--- config.mk ---
export PLATFORM = sky130hd
export DESIGN_NAME = uart_tx_arbiter
export DESIGN_NICKNAME = d
export VERILOG_FILES = /design/src/rtl/uart_pkg.sv /design/src/rtl/uart_tx_arbiter_rr.sv /design/src/rtl/uart_tx_arbiter.sv
export SDC_FILE = /design/constraint.sdc
export NUM_CORES = 1
export LEC_CHECK = 0
export BUFFER_PORTS_ARGS = -buffer_cell sky130_fd_sc_hd__buf_2
export CAP_MARGIN = 20
export CORE_MARGIN = 2
export CORE_UTILIZATION = 35
export CTS_BUF_LIST = sky130_fd_sc_hd__clkbuf_8
export CTS_CLUSTER_SIZE = 8
export DETAILED_ROUTE_END_ITERATION = 16
export GPL_ROUTABILITY_DRIVEN = 0
export GPL_TIMING_DRIVEN = 0
export PLACE_DENSITY_LB_ADDON = 0.2
export SYNTH_ARGS = -nofsm -noshare
export SYNTH_HDL_FRONTEND = slang
export SYNTH_SLANG_ARGS = --single-unit
--- constraint.sdc ---
create_clock -name clk -period 3.77 [get_ports clk]
set_input_delay 0.377 -clock clk [delete_from_list [all_inputs] [get_ports clk]]
set_output_delay 0.377 -clock clk [all_outputs]
set_load 0.005 [all_outputs]
--- src/rtl/uart_pkg.sv ---
// Shared UART constants plus the transmit-arbiter state encoding and defaults.
package uart_pkg;

  localparam int UART_DATA_LEN = 8;

  localparam int TX_ARB_N_REQ         = 4;
  localparam int TX_ARB_DATA_LEN      = UART_DATA_LEN;
  localparam int TX_ARB_START_TIMEOUT = 16;

  typedef enum logic [1:0] {
    IDLE,
    LOAD,
    WAIT_START,
    WAIT_DONE
  } tx_arb_state_e;

endpackage

--- src/rtl/uart_tx_arbiter_rr.sv ---
// Combinational round-robin pick: first set request at or after ptr, wrapping.
module rr_arbiter
  import uart_pkg::*;
#(
  parameter int N_REQ = TX_ARB_N_REQ,
  parameter int PTR_W = $clog2(N_REQ)
) (
  input  logic [N_REQ-1:0] req,
  input  logic [PTR_W-1:0] ptr,
  output logic [N_REQ-1:0] grant,
  output logic [PTR_W-1:0] grant_idx
);

  logic             found;
  logic [PTR_W-1:0] pos;

  always_comb begin
    grant     = '0;
    grant_idx = '0;
    found     = 1'b0;
    pos       = '0;
    for (int k = 0; k < N_REQ; k++) begin
      pos = PTR_W'((int'(ptr) + k) % N_REQ);
      if (!found && req[pos]) begin
        grant[pos] = 1'b1;
        grant_idx  = pos;
        found      = 1'b1;
      end
    end
  end

endmodule

--- src/rtl/uart_tx_arbiter.sv ---
// Round-robin arbiter sharing one UART transmitter among N_REQ requesters,
// with a start timeout while waiting for the transmitter to go busy.
module uart_tx_arbiter
  import uart_pkg::*;
#(
  parameter int N_REQ         = TX_ARB_N_REQ,
  parameter int DATA_LEN      = TX_ARB_DATA_LEN,
  parameter int START_TIMEOUT = TX_ARB_START_TIMEOUT
) (
  input  logic                      clk,
  input  logic                      rst,
  input  logic [N_REQ-1:0]          req,
  input  logic [N_REQ*DATA_LEN-1:0] req_data,
  output logic [N_REQ-1:0]          ack,
  output logic [N_REQ-1:0]          err,
  output logic [N_REQ-1:0]          grant,
  output logic [DATA_LEN-1:0]       tx_data,
  output logic                      tx_load,
  input  logic                      tx_empty,
  output logic                      busy
);

  localparam int PTR_W = $clog2(N_REQ);
  localparam int CNT_W = $clog2(START_TIMEOUT) + 1;

  tx_arb_state_e       state;
  logic [PTR_W-1:0]    rr_ptr;
  logic [PTR_W-1:0]    gnt_idx;
  logic [PTR_W-1:0]    next_ptr;
  logic [CNT_W-1:0]    cnt;
  logic [N_REQ-1:0]    req_masked;
  logic [N_REQ-1:0]    sel_grant;
  logic [PTR_W-1:0]    sel_idx;
  logic [DATA_LEN-1:0] sel_data;

  // The requester just acked/errored still holds req this cycle; hide it so
  // IDLE does not grant it a second time before it can drop the request.
  assign req_masked = req & ~(ack | err);

  rr_arbiter #(
    .N_REQ (N_REQ),
    .PTR_W (PTR_W)
  ) u_rr (
    .req       (req_masked),
    .ptr       (rr_ptr),
    .grant     (sel_grant),
    .grant_idx (sel_idx)
  );

  assign sel_data = req_data[int'(sel_idx)*DATA_LEN +: DATA_LEN];
  assign next_ptr = (gnt_idx == PTR_W'(N_REQ - 1)) ? '0 : gnt_idx + 1'b1;
  assign busy     = (state != IDLE);

  always_ff @(posedge clk or negedge rst) begin
    if (!rst) begin
      state   <= IDLE;
      grant   <= '0;
      gnt_idx <= '0;
      rr_ptr  <= '0;
      cnt     <= '0;
      ack     <= '0;
      err     <= '0;
      tx_load <= 1'b0;
      tx_data <= '0;
    end else begin
      ack     <= '0;
      err     <= '0;
      tx_load <= 1'b0;
      case (state)
        IDLE: begin
          if ((|req_masked) && tx_empty) begin
            grant   <= sel_grant;
            gnt_idx <= sel_idx;
            tx_data <= sel_data;
            state   <= LOAD;
          end
        end
        LOAD: begin
          tx_load <= 1'b1;
          cnt     <= '0;
          state   <= WAIT_START;
        end
        WAIT_START: begin
          if (!tx_empty) begin
            state <= WAIT_DONE;
          end else if (cnt == CNT_W'(START_TIMEOUT - 1)) begin
            err[gnt_idx] <= 1'b1;
            grant        <= '0;
            rr_ptr       <= next_ptr;
            state        <= IDLE;
          end else if (cnt != '1) begin
            cnt <= cnt + 1'b1;
          end
        end
        WAIT_DONE: begin
          if (tx_empty) begin
            ack[gnt_idx] <= 1'b1;
            grant        <= '0;
            rr_ptr       <= next_ptr;
            state        <= IDLE;
          end
        end
        default: state <= IDLE;
      endcase
    end
  end

endmodule

After elaboration in Yosys (flattened, before gate mapping). Index checks and enable logic that the tools add are counted.

Output and inout port bits: 22. Word-level logic and storage cells: 121. Input bits: 39. Flip-flop bits (word level): 32.

Bitwise gates (word level): 6. $add $sub $neg: 5. Reductions and logical operators: 23. Shift operators: 1. Multiplexer cells: 54. Magnitude comparators: 10. Equal/unequal tests: 13.

Operators with widths (number): $mux W4 (13); $shiftx A32 B6 Y8 (1); $mux W2 (12); $or A4 B4 Y4 (4); $lt A2 B3 Y1 const B (5); $mux W5 (3); $mux W1 (13); $ne A2 B2 Y1 const B (6); $pmux W4 S3 (1); $demux W1 S2 (5); $ge A2 B1 Y1 const B (5); $pmux W5 S2 (1); $logic_and A1 B1 Y1 (9); $bmux W1 S2 (4); $pmux W2 S4 (1); $reduce_and A4 Y1 (2); $eq A2 B2 Y1 const B (3); $reduce_bool A2 Y1 (3); $add A5 B1 Y5 const B (1); $eq A5 B4 Y1 const B (1); $ne A5 B5 Y1 const B (1); $reduce_and A5 Y1 (1); $add A2 B1 Y2 const B (2); $add A2 B2 Y2 const B (2); 11 further kinds (13).

Logic depth before layout (Yosys ltp). Gate-level depths: netlist of the first run.

Depth in word-level cells: 17. Mapped depth: 12. Gate-level depth less buffers: 8.

Modules after synthesis. From an unflattened synthesis of the first run, not the netlist that was laid out.

Cell total of the unflattened synthesis: 186. Area total of the unflattened synthesis: 2140.8 um2.

Modules (own cells, without submodules): uart_tx_arbiter (cells an instance 121, seq. area each 800.8 um2, area an instance 1651.6 um2, times used 1); rr_arbiter (cells an instance 65, seq. area each 0.0 um2, area an instance 489.2 um2, times used 1).

Least setup slack after synthesis of the first run. OpenSTA, ideal clock, no wires.

Path type: register -> register. From: register rr_ptr[0]. To: register tx_data[0]. Required time: 3629 ps. Stages on the path, launching flop included: 11. Clock period less this slack: 2766 ps. Library setup time: 141 ps. Path buffers: 3. Arrival time: 2624 ps. Setup slack: 1004 ps. Path through: dfrtp_1 inv_1 ha_1 clkdlybuf4s25_1 mux4_2 o21a_1 o32ai_2 buf_6 buf_12 mux2i_1 o221ai_1.

Word-level cells in the longest chain between the ends: 13. Elaborated cells between the ends (all ways): 25. Classes of those cells: 3 x add/sub; 1 x shift; 15 x mux; 6 x reduce/logical.

Ends and longest elaborated chain: from (decl) (line uart_tx_arbiter.sv:27) `logic [PTR_W-1:0] rr_ptr;`; from (signal assigned) (line uart_tx_arbiter.sv:89) `rr_ptr <= next_ptr;`; from (signal assigned) (line uart_tx_arbiter.sv:99) `rr_ptr <= next_ptr;`; branches (longest 11 deep; another with $add A2 B1 Y2); $mux W2 * (line uart_tx_arbiter_rr.sv:24) `if (!found && req[pos]) begin`; $shiftx A32 B6 Y8 * (line uart_tx_arbiter.sv:50) `assign sel_data = req_data[int'(sel_idx)*DATA_LEN +: DATA_LEN];`; to (signal assigned) (line uart_tx_arbiter.sv:74) `tx_data <= sel_data;`; to (decl) (line uart_tx_arbiter.sv:17) `output logic [DATA_LEN-1:0] tx_data,`.

Mark *: on every way between the ends. The select of a mux whose other input is x is not followed. A chain may end at the register's enable or synchronous reset.

Worst setup path in the final report of the first run.
From: register rr_ptr[0]. To: register tx_data[5].

The elaborated chain is that of the path after synthesis.

==> flow_summary.yaml, run 1 <==
status:
  status: "complete, no violations"
synthesis:
  yosys.area.top_type_share_pct: 37.96
  synth_nets: 263
  synth_edf_count: 0
  synthFlopType: "dfrtp_1"
  synth.distinct_cells: 46
  synth_largest_area_cell: "dfrtp_1"
  synth_area_leaders: "dfrtp_1 (38%), ha_1 (8.9%), mux2i_1 (8.1%)"
  syn_area_um2: 2110
  ys.warnings.count: 0
  netlist_instances: 209
  ys_seq_area_share_pct: 37.96
  synth_seq_cells: 32
  avgSynthCellArea_um2: 10.09
  async_reset_ff_share_pct: 100.0
finish:
  diodes: 0
  area_growth_syn_to_layout_pct: 24.67
  nNetsFinal: 330
  final_cells: 352
  layout-drive-gt1-share_pct: 30.32
sta:
  finalCritPeriodShare_pct: 85.09
  rsz0062_at_grt: "no"
  slew_violations: 0
  max_slew_margin_pct: 48.26
  hold_violations: 0
  setup_violations: 0
  max_slew.worst_pin.slew_ns: 0.7744
  min_period_ns: 3.208
  tns_ns: 0
  clock_skew_ns: 0.004745
  clock.fmax_mhz: 311.7
worst_setup_path:
  critPathKind: "register to register"
  critPathCaptureType: "register"
  cp-start-kind: "register"
  path_buf_inv: 4
  slowest_stage: "dfrtp_1"
  cp_data_required_time_ns: 3.91
  crit_chain: "inv_1 > ha_1 > clkdlybuf4s25_1 > mux4_2 > o21a_1 > o32ai_2 > buf_6 > buf_12 > mux2i_1 > o221ai_1"
  cpPeakStageDelay_ns: 0.50
  crit_fanout: 10
  path_delay_family: "buffers and inverters"
  arrival_ns: 3.34
  cp_num_cells: 10
  rr_worst_depth: 10
clock_network:
  cts_root_buf: "clkbuf_8"
  cts-hold-fix-buffers: 0
  cts_sinks: 32
  path_clk_slew_ns: 0.07
  h-tree-depth: 2
  cts_resized: 0
  cts_setup_buffers: 0
  cts-buffers-inserted: 5
  clockBufferDepth: 2
  clk_latency_ns: 0.28
  cts_tree: "built"
floorplanning:
  chipWidth_um: 81.64
  coreArea_um2: 5886
  io_pins: 61
  dieArea_um2: 6664
  start_util_pct: 35.84
  num_rows: 28
  die-height_um: 81.64
hold_path:
  hp-class: "primary input to async pin"
global_routing:
  antenna_found_initial: 0
  grt_pass1_wl_mm: 8.211
  grt_pass1_vias: 1780
  grt_max_degree: 33
  grt.total_usage_pct: 15.72
  grt_overflow: 0
routing:
  vias_per_cell: 5.213
  finalWirelength_mm: 4.899
  wl_per_cell_um: 13.92
  drtAntennaViolNets: 0
  first_pass_iters: 4
  vias: 1835
  remaining_drc_errors: 0
  drtIter0Drc: 75
flow_run:
  drv_cap: 0
placement:
  dp.cells: 344
  port_buffers: 60
  place_hpwl_mm: 3.780
power:
  p_leak_nw: 1.312
  powerDensity_nw_per_um2: 774.0
  irDropWorstVdd_v: 0.0003601
==> worst register-to-register path, stage by stage (launching register included) <==
cell,delay (ns)
dfrtp_1,0.50
inv_1,0.24
ha_1,0.34
clkdlybuf4s25_1,0.42
mux4_2,0.42
o21a_1,0.15
o32ai_2,0.27
buf_6,0.22
buf_12,0.16
mux2i_1,0.22
o221ai_1,0.14
==> cell type report <==
class / count / area (µm²)
Fill cell: 596 / 3256
Clock inverter: 1 / 30.03
Sequential cell: 32 / 800.8
Buffer: 10 / 87.58
Multi-Input combinational cell: 159 / 1191
Clock buffer: 7 / 96.34
Inverter: 8 / 30.03
Timing Repair Buffer: 60 / 300.3
Tap cell: 75 / 93.84
==> through the flow <==
step | hold slack [ns] | setup WS, ns | total power, W | utilization [%] | instance area [µm²]
floorplan | 0.08141 | 1.004 | 0.001395 | - | 2110
finish | 0.1366 | 0.5622 | 0.002036 | 44.69 | 2630
detailed placement | 0.4670 | 0.5567 | 0.001694 | 42.54 | 2504
CTS | 0.1581 | 0.5247 | 0.002064 | 44.69 | 2630
global route | 0.1965 | 0.3750 | 0.002211 | 44.69 | 2630
global placement | 0.4675 | 0.5323 | 0.001684 | 42.54 | 2504
==> final timing paths <==
kind                       startpoint         end  slack, ns
hold / removal                    rst  tx_data[2]       0.14
setup reg to reg            rr_ptr[0]  tx_data[5]       0.56
hold reg to reg            tx_data[6]  tx_data[6]       0.48
min in group clk             tx_empty    state[0]       0.41
max in group asynchronous         rst      cnt[4]       3.18
setup / recovery            rr_ptr[0]  tx_data[5]       0.56
==> synth_stat cells, types with 3 or more instances <==
library cell / count
nor3b_1: 4
mux2i_1: 17
nand3_1: 13
mux4_2: 3
dfrtp_1: 32
a221oi_1: 5
inv_1: 8
o221ai_1: 8
nor4b_1: 5
nor2_1: 14
ha_1: 15
nand2_1: 22
a21oi_1: 7
or3b_1: 3
o21ai_0: 10
==> layout by cell type (no fill, tap or decap), types with 2 or more instances in the layout <==
| master | synthesis | layout |
|---|---|---|
| dfrtp_1 | 32 | 32 |
| or3b_1 | 3 | 3 |
| clkbuf_8 | 1 | 8 |
| mux4_2 | 3 | 3 |
| mux2i_1 | 17 | 17 |
| xor2_1 | 2 | 2 |
| o221ai_1 | 8 | 8 |
| o21ai_0 | 10 | 10 |
| nand3b_1 | 2 | 2 |
| nand2_1 | 22 | 22 |
| nand2b_1 | 2 | 2 |
| buf_2 | 2 | 62 |
| a211oi_1 | 2 | 2 |
| nor2_1 | 14 | 14 |
| nor3b_1 | 4 | 4 |
| ha_1 | 15 | 15 |
| buf_4 | 2 | 2 |
| nor4b_1 | 5 | 5 |
| o211ai_1 | 2 | 2 |
| a221oi_1 | 5 | 5 |
| nand4_1 | 2 | 2 |
| mux2_2 | 2 | 2 |
| clkbuf_1 | 2 | 2 |
| nor2b_1 | 2 | 2 |
| nand3_1 | 13 | 13 |
| and4_1 | 2 | 2 |
| inv_1 | 8 | 8 |
| a21oi_1 | 7 | 7 |
==> routing by layer <==
layer / share of wire, % / vias up / GRT usage [%]
li1: - / 907 / -
met1: 45 / 892 / 20.35
met2: 51 / 34 / 26.72
met3: 3.3 / 2 / 3.516
met4: 0.24 / 0 / 3.833
met5: 0 / - / 0
==> state kept, by name, indices dropped and copies added (netlist names) <==
name	flops
grant	4
cnt	5
tx_data	8
state	2
tx_load	1
rr_ptr	2
ack	4
err	4
gnt_idx	2
==> report_power, final <==
group | switching, W | internal (W)
clock network | 0.000124 | 0.000233
registers | 0.0000850 | 0.000454
logic | 0.000604 | 0.000535
==> kinds of logic after synthesis <==
| logic type | after synthesis | share of synthesized area (%) |
|---|---|---|
| multiplexers | 22 | 12.34 |
| flip-flops | 32 | 37.96 |
| AO/OA/AOI/OAI | 43 | 14.77 |
| buffers and inverters | 18 | 5.575 |
| AND/OR/NAND/NOR | 77 | 19.63 |
| XOR/XNOR | 2 | 0.8305 |
| adder cells (fa/ha/maj) | 15 | 8.897 |
Power figures use the tool's default switching activity.
==> run 2, diff against run 1 <==
Settings changed: RECOVER_POWER set to 100.
==> run 2 against run 1 <==
The run now ends with max-capacitance violations, max-slew violations left. Via count increased by 0.27%. Routed wire length increased by 0.49%. Global-route usage unchanged. Combinational power about the same. Utilization decreased by 0.32 points. Non-clock buffer count unchanged.
==> flow_summary.yaml, run 2 (same netlist as run 1, synthesis figures left out) <==
floorplanning:
  die-height_um: 81.64
  num_rows: 28
  start_util_pct: 35.84
  dieArea_um2: 6664
  chipWidth_um: 81.64
  io_pins: 61
  coreArea_um2: 5886
finish:
  final_util_pct: 44.37
  largest_reg_flops: 8
  diodes: 0
  regMostFlops: "tx_data"
  final_common_cell: "buf_2"
  top_regs: "tx_data x8, cnt x5"
  final_cell_mix: "buf_2 (50), dfrtp_1 (32), nand2_1 (22), mux2i_1 (17)"
  nNetsFinal: 330
  final_cells: 352
  layout-drive-gt1-share_pct: 25.63
  area_growth_syn_to_layout_pct: 23.78
sta:
  slew_violations: 33
  hold_violations: 0
  max_slew.worst_pin.slew_ns: 1.663
  min_period_ns: 3.210
  rsz0062_at_grt: "no"
  tns_ns: 0
  finalCritPeriodShare_pct: 85.14
  clock_skew_ns: 0.004777
  setup_violations: 0
  worst_slack_ns: 0.5603
  max_slew_margin_pct: -10.87
  clock.fmax_mhz: 311.6
clock_network:
  cts_root_buf: "clkbuf_8"
  clockBufferDepth: 2
  cts_sinks: 32
  cts_resized: 0
  cts_tree: "built"
  cts-hold-fix-buffers: 0
  clk_latency_ns: 0.28
  cts_setup_buffers: 0
  h-tree-depth: 2
  path_clk_slew_ns: 0.07
  cts-buffers-inserted: 5
placement:
  place_hpwl_mm: 3.780
  place_ws_ns: 0.5567
  port_buffers: 60
  dp.cells: 344
power:
  powerDensity_nw_per_um2: 775.0
  irDropWorstVdd_v: 0.0003602
  p_leak_nw: 1.268
worst_setup_path:
  cp-start-kind: "register"
  critPathKind: "register to register"
  arrival_ns: 3.34
  crit_fanout: 10
  cp_data_required_time_ns: 3.90
  critPathCaptureType: "register"
flow_run:
  drv_cap: 1
global_routing:
  antenna_found_initial: 0
  grt_pass1_wl_mm: 8.211
  grt.total_usage_pct: 15.72
  grt_pass1_vias: 1780
  grt_overflow: 0
  grt_max_degree: 33
routing:
  finalWirelength_mm: 4.923
  remaining_drc_errors: 0
  drtAntennaViolNets: 0
  vias: 1840
  drtIter0Drc: 80
  wl_per_cell_um: 13.99
  vias_per_cell: 5.227
  first_pass_iters: 4
hold_path:
  hp-class: "primary input to register"
status:
  violations: "max-capacitance violations, max-slew violations"
  status: "finished with violations"
[run 2: cell types whose count changed in the layout (fill, tap and decap cells not counted), sizes merged]
cell    before  now
buf         66   53
clkbuf      10   23
[run 2: cell type report]
cell class,count,area [µm²]
inverter,8,30.03
clock inverter,1,30.03
multi-input combinational,159,1191
fill,604,3274
timing repair buffer,60,286.5
tap,75,93.84
sequential,32,800.8
buffer,10,82.58
clock buffer,7,96.34
[run 2: final timing paths]
| check | cells after the start | slack (ns) | endpoint | from |
|---|---|---|---|---|
| worst max-delay path | 10 | 0.56 | tx_data[5] | rr_ptr[0] |
| worst min-delay path | 2 | 0.41 | state[0] | tx_empty |
| worst max register to register | 10 | 0.56 | tx_data[5] | rr_ptr[0] |
| worst min register to register | 2 | 0.49 | tx_data[6] | tx_data[6] |
| max in group asynchronous | 1 | 2.29 | ack[1] | rst |
| min in group asynchronous | 1 | 0.52 | tx_data[2] | rst |
[run 2: worst max-delay path, cell delays in order (launching register included)]
cell and delay [ns]:
dfrtp_1 0.51, inv_1 0.24, ha_1 0.34, clkdlybuf4s25_1 0.42, mux4_2 0.42, o21a_1 0.15, o32ai_2 0.27, buf_6 0.22
buf_12 0.15, mux2i_1 0.21, o221ai_1 0.14
[run 2: power breakdown]
| group | switching, W | internal [W] | total (W) |
|---|---|---|---|
| Clock | 0.000124 | 0.000233 | 0.000357 |
| Sequential | 0.0000865 | 0.000454 | 0.000540 |
| Combinational | 0.000606 | 0.000521 | 0.00113 |
| Total | 0.000816 | 0.00121 | 0.00202 |
[run 2: routing by layer]
| layer | track usage, % | wire length (µm) |
|---|---|---|
| met4 | 3.833 | 12 |
| met1 | 20.35 | 2234 |
| met5 | 0 | 0 |
| met3 | 3.516 | 158 |
| met2 | 26.72 | 2518 |
[run 2: metrics by stage]
stage	hold slack, ns	total power, W	cell area [µm²]
finish	0.4052	0.002024	2611
global route	0.4208	0.002199	2611
CTS	0.1581	0.002064	2630
detailed placement	0.4670	0.001694	2504
global placement	0.4675	0.001684	2504
floorplan	0.08141	0.001395	2110
==> run 3, diff against run 2 <==
==> constraint.sdc (replaced) <==
create_clock -name clk -period 3.77 [get_ports clk]
set_input_delay 0 -clock clk [delete_from_list [all_inputs] [get_ports clk]]
set_output_delay 0 -clock clk [all_outputs]
set_load 0.005 [all_outputs]
==> run 3 against run 2 <==
Worst setup slack lost 0.0066 ns. Routed wire length rose by 0.26%. Power grew 0.18%. Final cell count rose by 0.28%. Largest cell class unchanged. Non-clock buffer count increased by 1. Global-route usage did not move. First-iteration DRC count fell by 2.5%. Clock skew is essentially flat. Sequential power is essentially flat. The run still ends with max-capacitance violations, max-slew violations left. Clock power barely moved. Worst hold slack got worse by 0.38 ns. Sequential share of layout area shrank 0.12 points.
==> flow_summary.yaml, run 3 (same netlist as run 1, synthesis figures left out) <==
floorplanning:
  dieArea_um2: 6664
  die-height_um: 81.64
  coreArea_um2: 5886
  num_rows: 28
  chipWidth_um: 81.64
  start_util_pct: 35.84
  io_pins: 61
status:
  violations: "max-capacitance violations, max-slew violations"
  status: "finished with violations"
clock_network:
  cts_setup_buffers: 0
  cts_sinks: 32
  cts_root_buf: "clkbuf_8"
  clk_latency_ns: 0.28
  path_clk_slew_ns: 0.07
  cts_tree: "built"
  cts-buffers-inserted: 5
  cts_resized: 0
  cts-hold-fix-buffers: 1
  clockBufferDepth: 2
  h-tree-depth: 2
finish:
  final_common_cell: "buf_2"
  final_cell_mix: "buf_2 (50), dfrtp_1 (32), nand2_1 (22), mux2i_1 (17)"
  final.fill_count: 604
  diodes: 0
  layout-drive-gt1-share_pct: 25.54
  multi_input_area_um2: 1191
  regMostFlops: "tx_data"
  seq_area_um2: 800.8
  top_regs: "tx_data x8, cnt x5"
  area_growth_syn_to_layout_pct: 24.26
  nNetsFinal: 331
  largest_reg_flops: 8
sta:
  clock_skew_ns: 0.004875
  hold_violations: 0
  min_period_ns: 3.216
  whs_ns: 0.02817
  clock.fmax_mhz: 310.9
  rsz0062_at_grt: "no"
  setup_violations: 0
  finalCritPeriodShare_pct: 85.31
  tns_ns: 0
  max_slew.worst_pin.slew_ns: 1.677
  slew_violations: 33
  max_slew_margin_pct: -11.82
routing:
  drtAntennaViolNets: 0
  vias: 1844
  wl_per_cell_um: 13.98
  finalWirelength_mm: 4.936
  first_pass_iters: 4
  drtIter0Drc: 78
  remaining_drc_errors: 0
  vias_per_cell: 5.224
worst_setup_path:
  reg2reg_setup_slack_ns: 0.55
  crit_fanout: 10
  cp_data_required_time_ns: 3.90
  cp-start-kind: "register"
  rr_endpoint: "tx_data[5]"
  rr_worst_depth: 10
  critPathKind: "register to register"
  arrival_ns: 3.35
  critPathCaptureType: "register"
  r2r-start: "rr_ptr[0]"
hold_path:
  hold_depth: 2
  hp-class: "primary input to register"
  holdPathEnd: "state[0]"
  min_from: "tx_empty"
global_routing:
  grt.total_usage_pct: 15.72
  grt_pass1_wl_mm: 8.211
  grt_overflow: 0
  antenna_found_initial: 0
  grt_pass1_vias: 1780
  grt_max_degree: 33
power:
  powerDensity_nw_per_um2: 773.4
  p_leak_nw: 1.272
  irDropWorstVdd_v: 0.0003606
  finalPower_w: 0.002027
placement:
  port_buffers: 60
  place_hpwl_mm: 3.780
flow_run:
  drv_cap: 1
run 3: cell types whose count changed in the layout (fill, tap and decap cells not counted), sizes merged:
cell,before,now
dlygate4sd3,0,1
run 3: layout make-up:
cell class | count | area share, %
Tap cell | 75 | 3.580
Multi-Input combinational cell | 159 | 45.44
Inverter | 8 | 1.146
Buffer | 10 | 3.150
Clock inverter | 1 | 1.146
Timing Repair Buffer | 61 | 11.31
Sequential cell | 32 | 30.55
Clock buffer | 7 | 3.675
run 3: stage by stage:
stage	area, µm²	cells	utilization [%]	worst slack [ns]
after floorplan	2110	209	-	1.004
after global placement	2504	344	42.54	0.5323
after detailed placement	2504	344	42.54	0.5567
after CTS	2640	353	44.86	0.5247
after global routing	2621	353	44.54	0.2740
final	2621	353	44.54	0.5537
run 3: metal layers:
metal	GRT usage (%)	wire (µm)	vias up
li1	-	-	911
met3	3.516	152	2
met5	0	0	-
met4	3.833	12	0
met1	20.35	2236	902
met2	26.72	2535	29
run 3: power breakdown:
| group | switching (W) | internal [W] |
|---|---|---|
| Clock | 0.000124 | 0.000233 |
| Sequential | 0.0000866 | 0.000454 |
| Combinational | 0.000608 | 0.000522 |
| Total | 0.000818 | 0.00121 |
run 3: worst max-delay path by stage:
stage,endpoint,slack (ns),cells after the start,from
floorplan,tx_data[0],1.00,10,rr_ptr[0]
global placement,tx_data[5],0.53,10,rr_ptr[0]
detailed placement,tx_data[5],0.56,10,rr_ptr[0]
CTS,tx_data[5],0.52,10,rr_ptr[0]
global route,tx_data[7],0.27,8,rr_ptr[0]
finish,tx_data[5],0.55,10,rr_ptr[0]
run 3: critical path, cell delays in order (launching register included):
cell,delay [ns]
dfrtp_1,0.51
inv_1,0.24
ha_1,0.34
clkdlybuf4s25_1,0.42
mux4_2,0.42
o21a_1,0.15
o32ai_2,0.27
buf_6,0.22
buf_12,0.15
mux2i_1,0.21
o221ai_1,0.14
